## src/rtl/frequency_result_writer.sv

```systemverilog
// Sequencer that snapshots the frequency-analyzer results on a stop rising edge and
// writes them to consecutive registers with an ack handshake and a per-word timeout.
module frequency_result_writer #(
  parameter int REGISTERS_NUMBER      = 6,
  parameter int DATA_WIDTH            = 32,
  parameter int REGISTER_NUMBER_WIDTH = 8,
  parameter int ACK_TIMEOUT           = 255,
  parameter int IRQ_PULSE_LENGTH      = 4
) (
  input  logic                                 s00_axi_aclk,
  input  logic                                 s00_axi_aresetn,
  input  logic                                 stop,
  input  logic [REGISTERS_NUMBER*DATA_WIDTH-1:0] values,
  output logic [1:0]                           register_operation,
  output logic [REGISTER_NUMBER_WIDTH-1:0]     register_number,
  output logic [DATA_WIDTH-1:0]                register_write,
  input  logic                                 register_ack,
  output logic                                 busy,
  output logic                                 write_completed,
  output logic                                 irq,
  output logic                                 timeout_error,
  output logic [7:0]                           missed_count
);

  localparam int IDX_W  = (REGISTERS_NUMBER > 1) ? $clog2(REGISTERS_NUMBER) : 1;
  localparam int WAIT_W = $clog2(ACK_TIMEOUT + 1);
  localparam int IRQ_W  = $clog2(IRQ_PULSE_LENGTH + 1);

  localparam logic [1:0] OP_IDLE  = 2'd0;
  localparam logic [1:0] OP_WRITE = 2'd2;

  typedef enum logic [1:0] {
    S_IDLE,
    S_WRITE,
    S_FINISH,
    S_HOLD
  } state_t;

  state_t                           state, state_n;
  logic [IDX_W-1:0]                 idx, idx_n, idx_inc;
  logic [WAIT_W-1:0]                wait_cnt, wait_n;
  logic [IRQ_W-1:0]                 irq_cnt, irq_n;
  logic                             stop_d;
  logic                             rise;
  logic                             timeout;
  logic                             load;
  logic [1:0]                       op_n;
  logic [REGISTER_NUMBER_WIDTH-1:0] num_n;
  logic [DATA_WIDTH-1:0]            data_n;
  logic                             busy_n, wc_n, te_n;
  logic [7:0]                       missed_n;
  logic [DATA_WIDTH-1:0]            shadow [REGISTERS_NUMBER];

  assign rise    = stop & ~stop_d;
  assign idx_inc = idx + IDX_W'(1);
  assign irq     = (irq_cnt != '0);

  always_comb begin
    // NOTE: every variable gets a default before the case so no path leaves it unassigned and no latch is inferred.
    state_n  = state;
    idx_n    = idx;
    wait_n   = wait_cnt;
    op_n     = register_operation;
    num_n    = register_number;
    data_n   = register_write;
    busy_n   = busy;
    wc_n     = write_completed;
    te_n     = timeout_error;
    missed_n = missed_count;
    irq_n    = (irq_cnt != '0) ? irq_cnt - IRQ_W'(1) : '0;
    load     = 1'b0;
    timeout  = 1'b0;

    if (rise && state != S_IDLE && missed_count != 8'hFF) begin
      missed_n = missed_count + 8'd1;
    end

    unique case (state)
      S_IDLE: begin
        if (rise) begin
          load    = 1'b1;
          wc_n    = 1'b0;
          te_n    = 1'b0;
          busy_n  = 1'b1;
          idx_n   = '0;
          wait_n  = '0;
          op_n    = OP_WRITE;
          num_n   = '0;
          data_n  = values[DATA_WIDTH-1:0];
          state_n = S_WRITE;
        end
      end
      S_WRITE: begin
        timeout = !register_ack && (wait_cnt == WAIT_W'(ACK_TIMEOUT - 1));
        if (register_ack || timeout) begin
          wait_n = '0;
          if (timeout) te_n = 1'b1;
          if (idx == IDX_W'(REGISTERS_NUMBER - 1)) begin
            op_n    = OP_IDLE;
            num_n   = '0;
            data_n  = '0;
            busy_n  = 1'b0;
            wc_n    = 1'b1;
            irq_n   = IRQ_W'(IRQ_PULSE_LENGTH);
            state_n = S_FINISH;
          end else begin
            idx_n  = idx_inc;
            num_n  = REGISTER_NUMBER_WIDTH'(idx_inc);
            data_n = shadow[idx_inc];
          end
        end else begin
          wait_n = wait_cnt + WAIT_W'(1);
        end
      end
      S_FINISH: state_n = S_HOLD;
      S_HOLD:   if (!stop) state_n = S_IDLE;
      default:  state_n = S_IDLE;
    endcase
  end

  // NOTE: sequential state uses non-blocking assignments so every register samples pre-edge values.
  always_ff @(posedge s00_axi_aclk) begin
    if (!s00_axi_aresetn) begin
      state              <= S_IDLE;
      idx                <= '0;
      wait_cnt           <= '0;
      irq_cnt            <= '0;
      stop_d             <= 1'b1;
      register_operation <= OP_IDLE;
      register_number    <= '0;
      register_write     <= '0;
      busy               <= 1'b0;
      write_completed    <= 1'b0;
      timeout_error      <= 1'b0;
      missed_count       <= 8'd0;
    end else begin
      state              <= state_n;
      idx                <= idx_n;
      wait_cnt           <= wait_n;
      irq_cnt            <= irq_n;
      stop_d             <= stop;
      register_operation <= op_n;
      register_number    <= num_n;
      register_write     <= data_n;
      busy               <= busy_n;
      write_completed    <= wc_n;
      timeout_error      <= te_n;
      missed_count       <= missed_n;
    end
  end

  // NOTE: the snapshot is only read after a load, so it carries no reset and maps to plain storage.
  always_ff @(posedge s00_axi_aclk) begin
    if (load) begin
      for (int k = 0; k < REGISTERS_NUMBER; k++) begin
        shadow[k] <= values[k*DATA_WIDTH +: DATA_WIDTH];
      end
    end
  end

endmodule
```

## config.mk

```make
export PLATFORM = sky130hd
export DESIGN_NAME = frequency_result_writer
export DESIGN_NICKNAME = d
export VERILOG_FILES = /design/src/rtl/frequency_result_writer.sv
export SDC_FILE = /design/constraint.sdc
export NUM_CORES = 1
export LEC_CHECK = 0
export ABC_AREA = 1
export CELL_PAD_IN_SITES_DETAIL_PLACEMENT = 1
export CELL_PAD_IN_SITES_GLOBAL_PLACEMENT = 1
export CORE_AREA = 2 2 175 177
export DETAILED_ROUTE_END_ITERATION = 12
export DIE_AREA = 0 0 177 179
export PLACE_DENSITY = 0.9
export SLEW_MARGIN = 20
export SYNTH_ARGS = -nofsm -noshare
export SYNTH_HDL_FRONTEND = slang
export SYNTH_SLANG_ARGS = --single-unit
```

## constraint.sdc

```tcl
create_clock -name s00_axi_aclk -period 7.1 [get_ports s00_axi_aclk]
set_clock_uncertainty 0.15 [all_clocks]
set_input_delay 1.42 -clock s00_axi_aclk [delete_from_list [all_inputs] [get_ports s00_axi_aclk]]
set_output_delay 1.42 -clock s00_axi_aclk [all_outputs]
set_load 0.05 [all_outputs]
```

# == Word-level counts from Yosys, hierarchy flattened ==
# Memory sizes are Yosys's and may differ from the RTL's.
# Index checks and enable logic that the tools add are counted.
# word_totals
wordCells,88
inputBits,196
register_bits,70
ram_bits,192
mem_count,1
output_inout_bits,54
# memory_table
name,words,word_bits,rd,rd_ports_with_merged_regs,wr,line,source
shadow,6,32,1,0,6,52,logic [DATA_WIDTH-1:0] shadow [REGISTERS_NUMBER];
# classes
eq_ne,12
bitwise,2
muxes,42
n_addsub,4
n_reduce_logical,15
# ops
operator,count
two-way mux 32 bit,3
case mux 32 bit (2 select lines),1
case mux 8 bit (2 select lines),2
two-way mux 3 bit,8
two-way mux 8 bit,3
"adder 8 x 1 -> 8 bit, second input constant",2
AND reduction 4 bit,4
two-way mux 2 bit,7
two-way mux 1 bit,12
"inequality test 2 bit, second input constant",6
"== test 8 bit, second input constant",1
"inequality test 8 bit, second input constant",1
case mux 2 bit (4 select lines),1
case mux 1 bit (2 select lines),3
case mux 3 bit (2 select lines),1
"== test 2 bit, second input constant",2
case mux 2 bit (2 select lines),1
nonzero test 2 bit,2
"adder 3 x 1 -> 3 bit, second input constant",1
"== test 3 bit, second input constant",1
logical AND 1 bit,3
AND reduction 3 bit,1
nonzero test 3 bit,1
"subtractor 3 x 1 -> 3 bit, second input constant",1
7 further kinds,7

# == Longest topological paths before layout ==
# logic_depth
depth_word,6
depth_mapped,12
ltp_nobuf,10

# == Worst setup path after synthesis ==
# No wires, ideal clock.
# synth_timing
kind,input-to-reg
startpoint,input stop
endpoint,register register_operation[1]
setup_ns,0.083
t_arrival_ns,5.748
required_ns,6.867
path_stages,4
n_path_buf,0
path_slack_ns,1.120
cell_sequence,nand3_1 inv_1 nand2_1 a21oi_1
# synth_via
elab_chain_cells,3
# synth_rtl
item,line,source
from (decl),12,"input logic stop,"
AND 1 bit,54,assign rise = stop & ~stop_d;
inequality test 2 bit (no line),-,
AND reduction 4 bit (no line),-,
to (signal assigned),142,register_operation <= op_n;
to (decl),14,"output logic [1:0] register_operation,"
# No other way between the ends.
# A chain may end at the register's enable or synchronous reset.

==> metrics <==
status finished, final reports clean; RSZ-0062 raised after global routing no; Fin. Hold Viols 0; critical path data required time 7.12 ns; GPL Wtd Cong 0.758; Pwr per Cell Area 372 nW/um2; CP endpoint shadow[4][8]$_DFFE_PP_; synthesis-to-layout area growth 31.3%; Placement Setup Slack 2.83 ns; Die Area 31700 um2; Non-Filler Instances 1876; die height 179 um; die width 177 um; starting density of the core 37.3%; first-pass GRT wire length 53.0 mm; Max Freq 0.266 GHz; Synth Warn # 0; share of cells above drive strength 1 4.19%; root buf cell clkbuf_16; top cells by area, synth edfxtp_1 (52%), nand2_1 (14%), dfxtp_1 (11%); endpoints failing setup 0; Overall Power 0.00547 W; adder-cell share of the synthesized area 1.23%; worst reg2reg path depth 10; max-cap check violation count 0; fin worst setup slack 3.34 ns; Remaining Overflow, GRT 0; # port buffers 243; Post-CTS Setup Inserts 0; Cell Rows 64; initial antenna violation count 1; CTS tree done; period utilization 53.0%; CP startpoint stop; most frequent cells in the layout nand2_1 (411), clkdlybuf4s50_1 (242), nor2_1 (231); Netlist Area Pre-Place 11200 um2; commonest non-fill, non-tap cell in the layout nand2_1; worst hold margin 0.317 ns; CTS sink count 255; sequential fraction of the synthesis area 62.8%; Setup crit start kind input port; # IOs 250; Cell variety after synth 29; Slew @ Worst Pin 1.05 ns; Crit Path Class input port to register; post-DP HPWL 23.2 mm; Vias 9101; Seq cells post-synth 255; clk_lat worst skew 0.54 ns; total CTS buffers 29; Clock transition at path regs 0.06 ns; post-synthesis simple-gate area fraction 24.9%; Synth Area in Compound Gates 3.91%; core area 30000 um2; largest net degree at the start of global routing 143; nature of the critical path endpoint register; routed len/inst 18.2 um; worst vdd ir 0.195 mV; Crit Path Max Fanout 142; CP arrival 3.78 ns; worst r2r dst register_write[8]$_SDFFE_PN0P_; DRT Pass-1 Iters 4; first-iteration detailed-routing DRC count 519; Slew HR 29.7%; drt drc 0; Total Routing Usage GR 21.5%; vias in the first global route 10090; largest family of logic cells by synthesized area simple AND/OR/NAND/NOR gates; Placed Instances 1822; post-CTS resize count 0; NumNets Final 1664; mux contribution to synthesized area 0%; H-tree Lvls 1; area leader, netlist edfxtp_1; post-synth top area share 51.5%; P_leak 5.95 nW; XOR/XNOR Fraction of Synth Area 0.470%; Hold Path Class register to register; Clock Path Buffers 3; final setup TNS 0 ns; Slew Viols, Final 0; min Tclk post-route 3.76 ns; DRT antenna net count 0; Vias/cell 4.85; R2R setup slack 3.95 ns; Cells after Synth 1237; Final Routed Wirelength 34.1 mm; hold buffers post-CTS 0; Reg2Reg Launch Point idx[0]$_SDFFE_PN0P_; Avg Cell Area, Syn 9.05 um2
## routing by layer
| layer | vias to the layer above | wire, um | global-route usage, % |
|---|---|---|---|
| met4 | 0 | 1200 | 8.30 |
| met5 | - | 0 | 0 |
| met2 | 263 | 17600 | 39.5 |
| li1 | 4361 | - | - |
| met3 | 79 | 1820 | 4.22 |
| met1 | 4398 | 13500 | 24.5 |
## cell type report
type / instances / area, um2
sequential: 255 / 7030
timing repair buffer: 250 / 2480
antenna: 1 / 2.50
inverter: 103 / 394
clock inverter: 11 / 57.6
tap: 396 / 495
fill: 3417 / 15300
clock buffer: 42 / 795
multi-input combinational: 818 / 3440
## worst max-delay path, cell delays in order
cell,delay (ns)
clkdlybuf4s50_1,0.53
nand3_1,0.21
inv_8,0.76
buf_4,0.68
## per-stage QoR
| step | area [um2] | util (%) |
|---|---|---|
| 3_5_place_dp | 13800 | 46.1 |
| 4_1_cts | 14700 | 48.9 |
| 3_3_place_gp | 13800 | 46.1 |
| 5_1_grt | 14700 | 48.9 |
| 2_1_floorplan | 11200 | - |
| 6_report | 14700 | 48.9 |
## kinds of logic (layout without fill, tap and decap cells)
| group | after synthesis | after routing |
|---|---|---|
| compound gates | 87 | 87 |
| xor+xnor | 6 | 6 |
| fa+ha+maj | 11 | 11 |
| buf+inv | 169 | 406 |
| flops | 255 | 255 |
| other cells | 1 | 7 |
| simple gates | 708 | 708 |
## Yosys cell counts
master / n
o21ai_1: 12
nand4_1: 4
o21ai_0: 26
nand3_1: 46
xnor2_1: 3
or2_2: 1
nand2_4: 1
conb_1: 1
inv_1: 100
o21bai_1: 1
edfxtp_1: 192
dfxtp_1: 63
nor3_1: 7
nand3_4: 1
buf_6: 5
buf_4: 10
nand2_1: 411
buf_2: 33
inv_2: 2
nor2_1: 231
ha_1: 11
nand2_2: 3
clkbuf_1: 16
xor2_1: 3
buf_1: 2
nor2_4: 2
or2_1: 1
clkinv_1: 1
a21oi_1: 48
## report_power, final
group | switching (W) | total (W) | internal, W | leakage [nW]
combinational | 0.00153 | 0.00220 | 0.000671 | 3.26
clock | 0.000582 | 0.00135 | 0.000772 | 0.418
sequential | 0.000121 | 0.00191 | 0.00179 | 2.27
total | 0.00224 | 0.00547 | 0.00323 | 5.95
## how the worst min path moves through the flow
stage | end | cells past startpoint | slack (ns) | from
after floorplan | irq_cnt[0]$_SDFF_PN0_ | 1 | 0.27 | irq_cnt[0]$_SDFF_PN0_
after global placement | irq_cnt[0]$_SDFF_PN0_ | 1 | 0.28 | irq_cnt[0]$_SDFF_PN0_
after detailed placement | irq_cnt[0]$_SDFF_PN0_ | 1 | 0.30 | irq_cnt[0]$_SDFF_PN0_
after CTS | irq_cnt[0]$_SDFF_PN0_ | 1 | 0.31 | irq_cnt[0]$_SDFF_PN0_
after global routing | irq_cnt[0]$_SDFF_PN0_ | 1 | 0.33 | irq_cnt[0]$_SDFF_PN0_
final | irq_cnt[0]$_SDFF_PN0_ | 1 | 0.32 | irq_cnt[0]$_SDFF_PN0_
## flip-flops by register name, indices dropped and copies added (netlist names)
name	flops
idx	3
irq_cnt	3
missed_count	8
register_number	3
register_operation	1
register_write	32
shadow	192
state	2
stop_d	1
timeout_error	1
wait_cnt	8
write_completed	1
(Power assumes the default switching activity.)
